## src/rtl/regwrite_scoreboard_if.sv

```systemverilog
// Core writeback / retire monitor bus observed by regwrite_scoreboard.
// Defining SCB_FAIL_PC_EN adds wb_pc so the scoreboard can record the PC of the first failing write.
interface regwrite_scoreboard_if #(
  parameter int XLEN = 32,
  parameter int RA_W = 5
);
  logic            wb_valid;
  logic [RA_W-1:0] wb_rd;
  logic [XLEN-1:0] wb_data;
  logic            ret_valid;
  logic [XLEN-1:0] ret_instr;
`ifdef SCB_FAIL_PC_EN
  logic [XLEN-1:0] wb_pc;

  modport master (output wb_valid, wb_rd, wb_data, ret_valid, ret_instr, wb_pc);
  modport slave  (input  wb_valid, wb_rd, wb_data, ret_valid, ret_instr, wb_pc);
`else
  modport master (output wb_valid, wb_rd, wb_data, ret_valid, ret_instr);
  modport slave  (input  wb_valid, wb_rd, wb_data, ret_valid, ret_instr);
`endif
endinterface

```

## src/rtl/regwrite_scoreboard.sv

```systemverilog
// In-order register-writeback scoreboard with halt detection, drain window and watchdog.
// Optional macro SCB_FAIL_PC_EN adds first_fail_pc (captured from bus.wb_pc).
module regwrite_scoreboard #(
  parameter int              XLEN           = 32,
  parameter int              RA_W           = 5,
  parameter int              DEPTH          = 16,
  parameter int              CNT_W          = 16,
  parameter int              TIMEOUT_CYCLES = 10000,
  parameter int              DRAIN_CYCLES   = 4,
  parameter logic [XLEN-1:0] HALT_INSTR     = 32'h00000073
) (
  input  logic                       clk,
  input  logic                       rst,
  input  logic                       cfg_we,
  input  logic [$clog2(DEPTH)-1:0]   cfg_idx,
  input  logic [RA_W-1:0]            cfg_rd,
  input  logic [XLEN-1:0]            cfg_data,
  input  logic [$clog2(DEPTH):0]     cfg_num,
  input  logic                       start,
  regwrite_scoreboard_if.slave       bus,
  output logic                       busy,
  output logic                       done,
  output logic                       pass,
  output logic                       timeout,
  output logic [CNT_W-1:0]           pass_count,
  output logic [CNT_W-1:0]           fail_count,
  output logic [$clog2(DEPTH):0]     first_fail_idx,
  output logic [CNT_W-1:0]           cycle_count
`ifdef SCB_FAIL_PC_EN
  ,
  output logic [XLEN-1:0]            first_fail_pc
`endif
);

  localparam int                AW       = $clog2(DEPTH);
  localparam int                NW       = AW + 1;
  localparam logic [NW-1:0]     IDX_NONE = {NW{1'b1}};
  localparam logic [NW-1:0]     NUM_MAX  = NW'(DEPTH);
  localparam logic [CNT_W-1:0]  CNT_ONE  = CNT_W'(1);
  localparam logic [CNT_W-1:0]  CNT_TO   = CNT_W'(TIMEOUT_CYCLES);
  localparam logic [CNT_W-1:0]  DRAIN_LAST = CNT_W'(DRAIN_CYCLES - 1);

  typedef enum logic [1:0] {
    ST_IDLE  = 2'd0,
    ST_RUN   = 2'd1,
    ST_DRAIN = 2'd2,
    ST_DONE  = 2'd3
  } state_t;

  function automatic logic [CNT_W-1:0] sat_add(input logic [CNT_W-1:0] a,
                                               input logic [CNT_W-1:0] b);
    logic [CNT_W:0] sum;
    sum = {1'b0, a} + {1'b0, b};
    if (sum[CNT_W]) begin
      sat_add = {CNT_W{1'b1}};
    end else begin
      sat_add = sum[CNT_W-1:0];
    end
  endfunction

  logic [RA_W-1:0] tbl_rd   [DEPTH];
  logic [XLEN-1:0] tbl_data [DEPTH];

  state_t          state_r,   state_s;
  logic [NW-1:0]   ptr_r,     ptr_s;
  logic [NW-1:0]   num_r,     num_s;
  logic [CNT_W-1:0] pass_r,   pass_s;
  logic [CNT_W-1:0] fail_r,   fail_s;
  logic [CNT_W-1:0] cycle_r,  cycle_s;
  logic [CNT_W-1:0] drain_r,  drain_s;
  logic            timeout_r, timeout_s;
  logic [NW-1:0]   ffi_r,     ffi_s;
  logic [NW-1:0]   missing_s;

  logic            cfg_open_s;
  logic            active_s;
  logic            start_acc_s;
  logic            wb_check_s;
  logic            in_range_s;
  logic            entry_match_s;
  logic            wb_fail_s;
  logic            halt_s;
  logic            run_end_s;
  logic [AW-1:0]   ptr_idx_s;

  assign cfg_open_s    = (state_r == ST_IDLE) || (state_r == ST_DONE);
  assign active_s      = (state_r == ST_RUN)  || (state_r == ST_DRAIN);
  assign start_acc_s   = cfg_open_s && start;
  assign ptr_idx_s     = ptr_r[AW-1:0];
  assign in_range_s    = ptr_r < num_r;
  assign entry_match_s = (tbl_rd[ptr_idx_s] == bus.wb_rd) && (tbl_data[ptr_idx_s] == bus.wb_data);
  assign wb_check_s    = active_s && bus.wb_valid && (bus.wb_rd != '0);
  assign wb_fail_s     = wb_check_s && !(in_range_s && entry_match_s);
  assign halt_s        = bus.ret_valid && (bus.ret_instr == HALT_INSTR);
  // A zero-length drain closes the run in the halt cycle itself.
  assign run_end_s     = ((state_r == ST_RUN) && halt_s && (DRAIN_CYCLES == 0)) ||
                         ((state_r == ST_DRAIN) && (drain_r == DRAIN_LAST));

  // Expected-write table: loadable only while no run is in progress.
  always_ff @(posedge clk) begin
    if (!rst && cfg_open_s && cfg_we) begin
      tbl_rd[cfg_idx]   <= cfg_rd;
      tbl_data[cfg_idx] <= cfg_data;
    end
  end

  // Next-state, compare and counter update logic.
  always_comb begin
    state_s   = state_r;
    ptr_s     = ptr_r;
    num_s     = num_r;
    pass_s    = pass_r;
    fail_s    = fail_r;
    cycle_s   = cycle_r;
    drain_s   = drain_r;
    timeout_s = timeout_r;
    ffi_s     = ffi_r;
    missing_s = '0;
    case (state_r)
      ST_IDLE, ST_DONE: begin
        if (start) begin
          state_s   = ST_RUN;
          ptr_s     = '0;
          num_s     = (cfg_num > NUM_MAX) ? NUM_MAX : cfg_num;
          pass_s    = '0;
          fail_s    = '0;
          cycle_s   = '0;
          drain_s   = '0;
          timeout_s = 1'b0;
          ffi_s     = IDX_NONE;
        end else begin
          state_s = state_r;
        end
      end
      ST_RUN, ST_DRAIN: begin
        if (wb_check_s) begin
          if (in_range_s) begin
            if (entry_match_s) begin
              pass_s = sat_add(pass_r, CNT_ONE);
            end else begin
              fail_s = sat_add(fail_r, CNT_ONE);
              ffi_s  = (ffi_r == IDX_NONE) ? ptr_r : ffi_r;
            end
            ptr_s = ptr_r + NW'(1);
          end else begin
            fail_s = sat_add(fail_r, CNT_ONE);
            ffi_s  = (ffi_r == IDX_NONE) ? num_r : ffi_r;
          end
        end else begin
          ptr_s = ptr_r;
        end
        cycle_s = sat_add(cycle_r, CNT_ONE);
        drain_s = drain_r + CNT_ONE;
        if (cycle_s >= CNT_TO) begin
          state_s   = ST_DONE;
          timeout_s = 1'b1;
        end else if (run_end_s) begin
          state_s = ST_DONE;
          // Expected writes that never arrived count as failures.
          if (ptr_s < num_r) begin
            missing_s = num_r - ptr_s;
            fail_s    = sat_add(fail_s, CNT_W'(missing_s));
            ffi_s     = (ffi_s == IDX_NONE) ? ptr_s : ffi_s;
          end else begin
            missing_s = '0;
          end
        end else if ((state_r == ST_RUN) && halt_s) begin
          state_s = ST_DRAIN;
          drain_s = '0;
        end else begin
          state_s = state_r;
        end
      end
      default: begin
        state_s = ST_IDLE;
      end
    endcase
  end

  // State and status registers.
  always_ff @(posedge clk) begin
    if (rst) begin
      state_r   <= ST_IDLE;
      ptr_r     <= '0;
      num_r     <= '0;
      pass_r    <= '0;
      fail_r    <= '0;
      cycle_r   <= '0;
      drain_r   <= '0;
      timeout_r <= 1'b0;
      ffi_r     <= IDX_NONE;
    end else begin
      state_r   <= state_s;
      ptr_r     <= ptr_s;
      num_r     <= num_s;
      pass_r    <= pass_s;
      fail_r    <= fail_s;
      cycle_r   <= cycle_s;
      drain_r   <= drain_s;
      timeout_r <= timeout_s;
      ffi_r     <= ffi_s;
    end
  end

`ifdef SCB_FAIL_PC_EN
  logic [XLEN-1:0] ffpc_r;

  // PC of the first mismatching or unexpected write; missing writes leave it untouched.
  always_ff @(posedge clk) begin
    if (rst) begin
      ffpc_r <= '0;
    end else if (start_acc_s) begin
      ffpc_r <= '0;
    end else if (wb_fail_s && (ffi_r == IDX_NONE)) begin
      ffpc_r <= bus.wb_pc;
    end else begin
      ffpc_r <= ffpc_r;
    end
  end

  assign first_fail_pc = ffpc_r;
`else
  logic unused_s;
  assign unused_s = start_acc_s ^ wb_fail_s;
`endif

  assign busy           = active_s;
  assign done           = (state_r == ST_DONE);
  assign pass           = done && (fail_r == '0) && !timeout_r;
  assign timeout        = timeout_r;
  assign pass_count     = pass_r;
  assign fail_count     = fail_r;
  assign first_fail_idx = ffi_r;
  assign cycle_count    = cycle_r;

endmodule

```

## src/flat_wrapper.sv

```systemverilog
// flat-port wrapper written by rule: the top's interface ports become plain ports
module regwrite_scoreboard_flat 
#(
  parameter int              XLEN           = 32,
  parameter int              RA_W           = 5,
  parameter int              DEPTH          = 16,
  parameter int              CNT_W          = 16,
  parameter int              TIMEOUT_CYCLES = 10000,
  parameter int              DRAIN_CYCLES   = 4,
  parameter logic [XLEN-1:0] HALT_INSTR     = 32'h00000073
)
  (clk, rst, cfg_we, cfg_idx, cfg_rd, cfg_data, cfg_num, start, busy, done, pass, timeout, pass_count, fail_count, first_fail_idx, cycle_count, bus_wb_valid, bus_wb_rd, bus_wb_data, bus_ret_valid, bus_ret_instr);
  regwrite_scoreboard_if #(.XLEN(XLEN), .RA_W(RA_W)) bus_i ();
  input  logic clk;
  input  logic rst;
  input  logic cfg_we;
  input  logic [$clog2(DEPTH)-1:0] cfg_idx;
  input  logic [RA_W-1:0] cfg_rd;
  input  logic [XLEN-1:0] cfg_data;
  input  logic [$clog2(DEPTH):0] cfg_num;
  input  logic start;
  output logic busy;
  output logic done;
  output logic pass;
  output logic timeout;
  output logic [CNT_W-1:0] pass_count;
  output logic [CNT_W-1:0] fail_count;
  output logic [$clog2(DEPTH):0] first_fail_idx;
  output logic [CNT_W-1:0] cycle_count;
  input wire logic [$bits(bus_i.wb_valid)-1:0] bus_wb_valid;
  input wire logic [$bits(bus_i.wb_rd)-1:0] bus_wb_rd;
  input wire logic [$bits(bus_i.wb_data)-1:0] bus_wb_data;
  input wire logic [$bits(bus_i.ret_valid)-1:0] bus_ret_valid;
  input wire logic [$bits(bus_i.ret_instr)-1:0] bus_ret_instr;
  assign bus_i.wb_valid = bus_wb_valid;
  assign bus_i.wb_rd = bus_wb_rd;
  assign bus_i.wb_data = bus_wb_data;
  assign bus_i.ret_valid = bus_ret_valid;
  assign bus_i.ret_instr = bus_ret_instr;
  regwrite_scoreboard #(.XLEN(XLEN), .RA_W(RA_W), .DEPTH(DEPTH), .CNT_W(CNT_W), .TIMEOUT_CYCLES(TIMEOUT_CYCLES), .DRAIN_CYCLES(DRAIN_CYCLES), .HALT_INSTR(HALT_INSTR)) u_core (.clk(clk), .rst(rst), .cfg_we(cfg_we), .cfg_idx(cfg_idx), .cfg_rd(cfg_rd), .cfg_data(cfg_data), .cfg_num(cfg_num), .start(start), .bus(bus_i), .busy(busy), .done(done), .pass(pass), .timeout(timeout), .pass_count(pass_count), .fail_count(fail_count), .first_fail_idx(first_fail_idx), .cycle_count(cycle_count));
endmodule
```

## config.mk

```make
export PLATFORM = sky130hd
export DESIGN_NAME = regwrite_scoreboard_flat
export DESIGN_NICKNAME = d
export VERILOG_FILES = /design/src/rtl/regwrite_scoreboard_if.sv /design/src/rtl/regwrite_scoreboard.sv /design/src/flat_wrapper.sv
export SDC_FILE = /design/constraint.sdc
export NUM_CORES = 1
export LEC_CHECK = 0
export ABC_AREA = 1
export BUFFER_PORTS_ARGS = -buffer_cell sky130_fd_sc_hd__buf_4
export CORE_MARGIN = 5
export CORE_UTILIZATION = 50
export DETAILED_ROUTE_END_ITERATION = 10
export GPL_ROUTABILITY_DRIVEN = 0
export HOLD_SLACK_MARGIN = 0.08
export PLACE_DENSITY = 0.66
export SYNTH_ARGS = -nofsm -noshare
export SYNTH_HDL_FRONTEND = slang
export SYNTH_SLANG_ARGS = --single-unit
```

## constraint.sdc

```tcl
create_clock -name clk -period 8.28 [get_ports clk]
set_input_delay 0.828 -clock clk [delete_from_list [all_inputs] [get_ports clk]]
set_output_delay 0.828 -clock clk [all_outputs]
set_load 0.02 [all_outputs]
```

== Word-level counts from Yosys, hierarchy flattened ==
Memories as Yosys holds them, arrays and structs flattened. A register that Yosys moved wholly into a read port is not among the register bits.
Cells that the tools add are included.

* Word-level logic and storage cells: 115
* Output and inout port bits: 57
* Bits of input ports: 121
* RAM bits: 592
* Register bits: 82
* Memories kept: 2

{| class="wikitable"
|+ Memory list
! memory !! depth !! bits a word !! rd ports !! clocked after Yosys merged registers in !! wr ports !! line !! text
|-
| u_core.tbl_data || 16 || 32 || 1 || 1 || 1 || regwrite_scoreboard.sv:62 || <nowiki>logic [XLEN-1:0] tbl_data [DEPTH];</nowiki>
|-
| u_core.tbl_rd || 16 || 5 || 1 || 1 || 1 || regwrite_scoreboard.sv:61 || <nowiki>logic [RA_W-1:0] tbl_rd [DEPTH];</nowiki>
|}

* Order comparisons: 4
* Reductions and logical operators: 23
* Multiplexer cells: 55
* Add/sub/neg operators: 7
* Equality and inequality tests: 15

{| class="wikitable"
|+ Operators with widths
! operator !! count
|-
| 16-bit 2-to-1 mux || 19
|-
| 16-bit one-hot mux with 2 select lines || 4
|-
| 5-bit 2-to-1 mux || 16
|-
| 16-bit by 1-bit adder with 17-bit output (second input constant) || 3
|-
| 32-bit equality test || 1
|-
| 32-bit by 7-bit equality test with 1-bit output (second input constant) || 1
|-
| 5-bit one-hot mux with 2 select lines || 2
|-
| 16-bit by 5-bit adder with 17-bit output || 1
|-
| 16-bit by 1-bit adder with 16-bit output (second input constant) || 1
|-
| 16-bit by 2-bit equality test with 1-bit output (second input constant) || 1
|-
| 16-bit by 14-bit >= comparator with 1-bit output (second input constant) || 1
|-
| 16-bit zero test || 1
|-
| 4-bit 2-to-1 mux || 4
|-
| 5-bit equality test (second input constant) || 2
|-
| 1-bit logical AND || 10
|-
| 5-bit < comparator || 2
|-
| 2-bit 2-to-1 mux || 4
|-
| 2-bit by 1-bit != test with 1-bit output (second input constant) || 4
|-
| 2-bit AND reduction || 3
|-
| 5-bit by 1-bit adder with 5-bit output (second input constant) || 1
|-
| 5-bit equality test || 1
|-
| 5-bit > comparator (second input constant) || 1
|-
| 5-bit nonzero test || 1
|-
| 5-bit subtractor || 1
|-
| other kinds (12) || 19
|}

== Longest topological paths before layout ==
* Depth after elaboration: 13
* Gate-level depth with buffers: 43
* Depth with buffers taken out: 39

== Least setup slack after synthesis ==
Ideal clock, no wire load.

* Kind: flip-flop to flip-flop
* From: register u_core.num_r[2]
* To: register u_core.fail_r[9] (netlist: u_core.fail_count[9])
* Setup time: 132 ps
* Required time: 8148 ps
* Buffers on the path: 1
* Data arrival time: 4181 ps
* Path slack: 3966 ps
* Stages on the path, launching flop included: 33
* Cell sequence: dfxtp_1 -> inv_1 -> ha_1 -> a21oi_1 -> or2_2 -> nand3_1 -> clkbuf_1 -> or2_2 -> o21a_1 -> inv_1 -> ha_1 -> inv_1 -> ha_1 -> or2_2 -> xor2_1 -> inv_1 -> ha_1 -> a21oi_1 -> inv_1 -> a31oi_1 -> o21ai_0 -> a21oi_1 -> or2_2 -> nor2_1 -> nand2_1 -> nor2_4 -> nand2_1 -> nand2_1 -> nand2_1 -> inv_1 -> nand2_1 -> nand2_1 -> a21oi_1

* Word-level cells in the longest chain between the ends: 11
* Elaborated cells between the ends (all ways): 15
* Those cells by class: add/sub: 2; order compare: 2; mux: 11

{| class="wikitable"
|+ RTL lines
! item !! line !! text
|-
| from (decl) || regwrite_scoreboard.sv:66 || <nowiki>logic [NW-1:0] num_r, num_s;</nowiki>
|-
| from (signal assigned) || regwrite_scoreboard.sv:195 || <nowiki>num_r <= num_s;</nowiki>
|-
| 5-bit < comparator || regwrite_scoreboard.sv:90 || <nowiki>assign in_range_s = ptr_r < num_r;</nowiki>
|-
| 5-bit 2-to-1 mux || regwrite_scoreboard.sv:137 || <nowiki>if (in_range_s) begin</nowiki>
|-
| 5-bit 2-to-1 mux || regwrite_scoreboard.sv:136 || <nowiki>if (wb_check_s) begin</nowiki>
|-
| 5-bit 2-to-1 mux || regwrite_scoreboard.sv:119 || <nowiki>case (state_r)</nowiki>
|-
| 5-bit subtractor || regwrite_scoreboard.sv:161 || <nowiki>missing_s = num_r - ptr_s;</nowiki>
|-
| 16-bit by 5-bit adder with 17-bit output || regwrite_scoreboard.sv:53 || <nowiki>sum = {1'b0, a} + {1'b0, b};</nowiki>
|-
| 16-bit 2-to-1 mux || regwrite_scoreboard.sv:54 || <nowiki>if (sum[CNT_W]) begin</nowiki>
|-
| 16-bit 2-to-1 mux || regwrite_scoreboard.sv:160 || <nowiki>if (ptr_s < num_r) begin</nowiki>
|-
| 16-bit 2-to-1 mux || regwrite_scoreboard.sv:157 || <nowiki>end else if (run_end_s) begin</nowiki>
|-
| 16-bit 2-to-1 mux (*) || regwrite_scoreboard.sv:154 || <nowiki>if (cycle_s >= CNT_TO) begin</nowiki>
|-
| 16-bit one-hot mux with 2 select lines (*) || regwrite_scoreboard.sv:119 ||
|-
| to (signal assigned) || regwrite_scoreboard.sv:197 || <nowiki>fail_r <= fail_s;</nowiki>
|-
| to (decl) || regwrite_scoreboard.sv:68 || <nowiki>logic [CNT_W-1:0] fail_r, fail_s;</nowiki>
|}

Mark *: on every way between the ends. The rest lies on a longest branch, timed or not. The select of a mux whose other input is x is not followed.
A chain may end at the register's enable or synchronous reset.

==> flow_summary.ini <==
[sta]
final_hold_viol_count = 0
max_slew_margin = 0.330
tightestPinTransition_ns = 1.00
setup_viol = 0
layout_min_cycle_time_ns = 6.27
fmax_mhz = 159
drv_slew = 0
period_share = 0.757
clock-skew-final_ns = 0.0249
final.setup.tns_ns = 0
rsz0062_at_grt = false

[placement]
portBuffers = 177
place_area_sq_mm = 0.0334
dp_hpwl_um = 46300

[clocking]
root_buffer = clkbuf_16
cts_tree = built
cts_buffer_depth = 3
cts-hold-fix-buffers = 0
cts_num_sinks = 678
post-cts-setup-buffers = 0
post_cts_resized = 0
clock_latency_ns = 0.62
cts_buffers = 73
clk_pin_slew_ns = 0.06
h-tree-depth = 3

[logic_synthesis]
syn_avg_cell_area_sq_um = 9.53
synth_area_leaders = edfxtp_1 57%, nand2_1 12%, nand3_1 6.4%, dfxtp_1 5.5%, inv_1 4.0%
synth_edf_count = 592
synth_seq_cells = 678
seq_area_frac_synth = 0.620
synth_common_cells = 991 x nand2_1, 592 x edfxtp_1, 401 x nand3_1, 339 x inv_1, 269 x nor2_1
synth_top_area_cell = edfxtp_1
yosys_most_used_dff = edfxtp_1
synthMostInstantiatedCell = nand2_1
synth_top_area_frac = 0.565
syn_area_sq_mm = 0.0314
synth_cells = 3300
async_flop_share = 0
ys_warn_count = 0
ys_types = 48
syn_nets = 3445

[grt]
grt_pass1_wl_um = 127000
grt_usage = 0.238
antenna_found_initial = 3
grt_pass1_vias = 22700
grt_max_degree = 140
overflow = 0

[die]
die_h_um = 261
die_w_um = 261
core-area_sq_mm = 0.0627
num_rows = 92
die_area_sq_mm = 0.0680
boundaryPins = 178
start_util = 0.501

[worst_setup_path]
arrival_ns = 6.72
worstSetupPathType = flip-flop to flip-flop
slowest_delay_ns = 0.66
start_kind = flip-flop
r2r_setup_slack_ns = 2.01
worst-path-max-fanout = 99
critPathRequiredTime_ns = 8.73
endpoint_kind = flip-flop
cpMaxStageDelayCell = inv_6
path_common_cell = nand2_1

[power]
vdd_drop_max_v = 0.000172
power.leakage_nw = 14.1
power.density_mw_per_mm2 = 230

[drt]
drt_wl_total_um = 82700
via_per_inst = 5.41
first_pass_iters = 5
wl_per_cell_um = 19.0
vias = 23500
drc_errors = 0
drtIter0Drc = 2327
drtAntennaViolNets = 0

[layout]
final_area_sq_mm = 0.0356
fin_nets = 3582
area_growth_pct = 13.3
drive_gt1_frac = 0.108

[hold_path]
hold_start = u_core.drain_r[10]
hp-class = flip-flop to flip-flop

[job]
maxCapViolCount = 0

[status]
status = complete, no violations
worst max-delay path, delay by kind of cell (launching register included):
kind	cells	cell delay [ns]
simple gates	25	3.32
buf+inv	5	1.43
flops	1	0.54
compound gates	5	0.44
fa+ha+maj	1	0.34
cells in the final DEF, fill, tap and decap left out, types with 3 or more instances in the layout:
cell type	instances
xnor2_1	6
buf_4	205
nand4_1	40
nand2_1	991
inv_1	338
clkbuf_16	75
xor2_1	28
nand2_2	3
clkinv_2	10
nor3_1	21
inv_2	6
o21ai_0	79
nor2_4	21
or2_2	21
bufinv_16	4
dfxtp_4	3
nor2_1	252
dfxtp_1	82
nor4_1	19
inv_6	5
nand3_1	401
nand3b_1	11
edfxtp_1	592
nand3_2	3
clkinv_1	9
nor2_2	7
o31ai_1	3
clkbuf_1	27
o21ai_1	48
buf_12	4
o211ai_1	32
a21oi_1	98
ha_1	23
state kept, by name, summed over array words and instances, names as in the netlist, named ones only:
signal / count
u_core.tbl_data: 512
u_core.tbl_rd: 80
u_core.cycle_count: 16
u_core.drain_r: 16
u_core.fail_count: 16
u_core.pass_count: 16
u_core.first_fail_idx: 5
u_core.num_r: 5
u_core.ptr_r: 5
u_core.state_r: 2
u_core.timeout: 1
final cells by class:
cell class	count	area (sq um)
multi-input combinational	2128	9860
clock inverter	29	284
inverter	347	1310
clock buffer	102	1980
sequential	678	19500
fill	5303	27100
timing repair buffer	209	1620
antenna	2	5.00
tap	846	1060
logic make-up after synthesis:
group | after synthesis | share of synthesized area
flops | 678 | 0.620
simple gates | 1798 | 0.243
compound gates | 271 | 0.0468
fa+ha+maj | 24 | 0.00979
mux | 1 | 0.000358
xor+xnor | 34 | 0.00947
buf+inv | 494 | 0.0704
power by group:
part	total (mW)	leakage (nW)	internal (mW)	switching [mW]
clock	3.12	1.11	1.80	1.32
combinational	1.24	6.99	0.390	0.853
sequential	3.85	6.03	3.78	0.0616
per-stage QoR:
| step | hold WS, ns | util | setup WS (ns) | power [mW] | std cells |
|---|---|---|---|---|---|
| floorplan | 0.445 | - | 3.97 | 4.79 | 3300 |
| global placement | 0.452 | 0.532 | 2.20 | 5.10 | 4208 |
| detailed placement | 0.455 | 0.532 | 2.10 | 5.14 | 4208 |
| CTS | 0.448 | 0.568 | 2.07 | 8.26 | 4339 |
| global route | 0.474 | 0.568 | 1.45 | 8.57 | 4340 |
| finish | 0.466 | 0.568 | 2.01 | 8.21 | 4341 |
layer usage:
metal / part of all wire / GRT usage
met5: 0.000085 / 0
met4: 0.033 / 0.0917
met3: 0.070 / 0.0383
met2: 0.49 / 0.407
met1: 0.41 / 0.306
worst paths after layout:
check	cells past startpoint	end
max	36	u_core.fail_count[13]
min reg2reg	2	u_core.drain_r[10]
min	2	u_core.drain_r[10]
max reg2reg	36	u_core.fail_count[13]
Power figures use the tool's default switching activity.
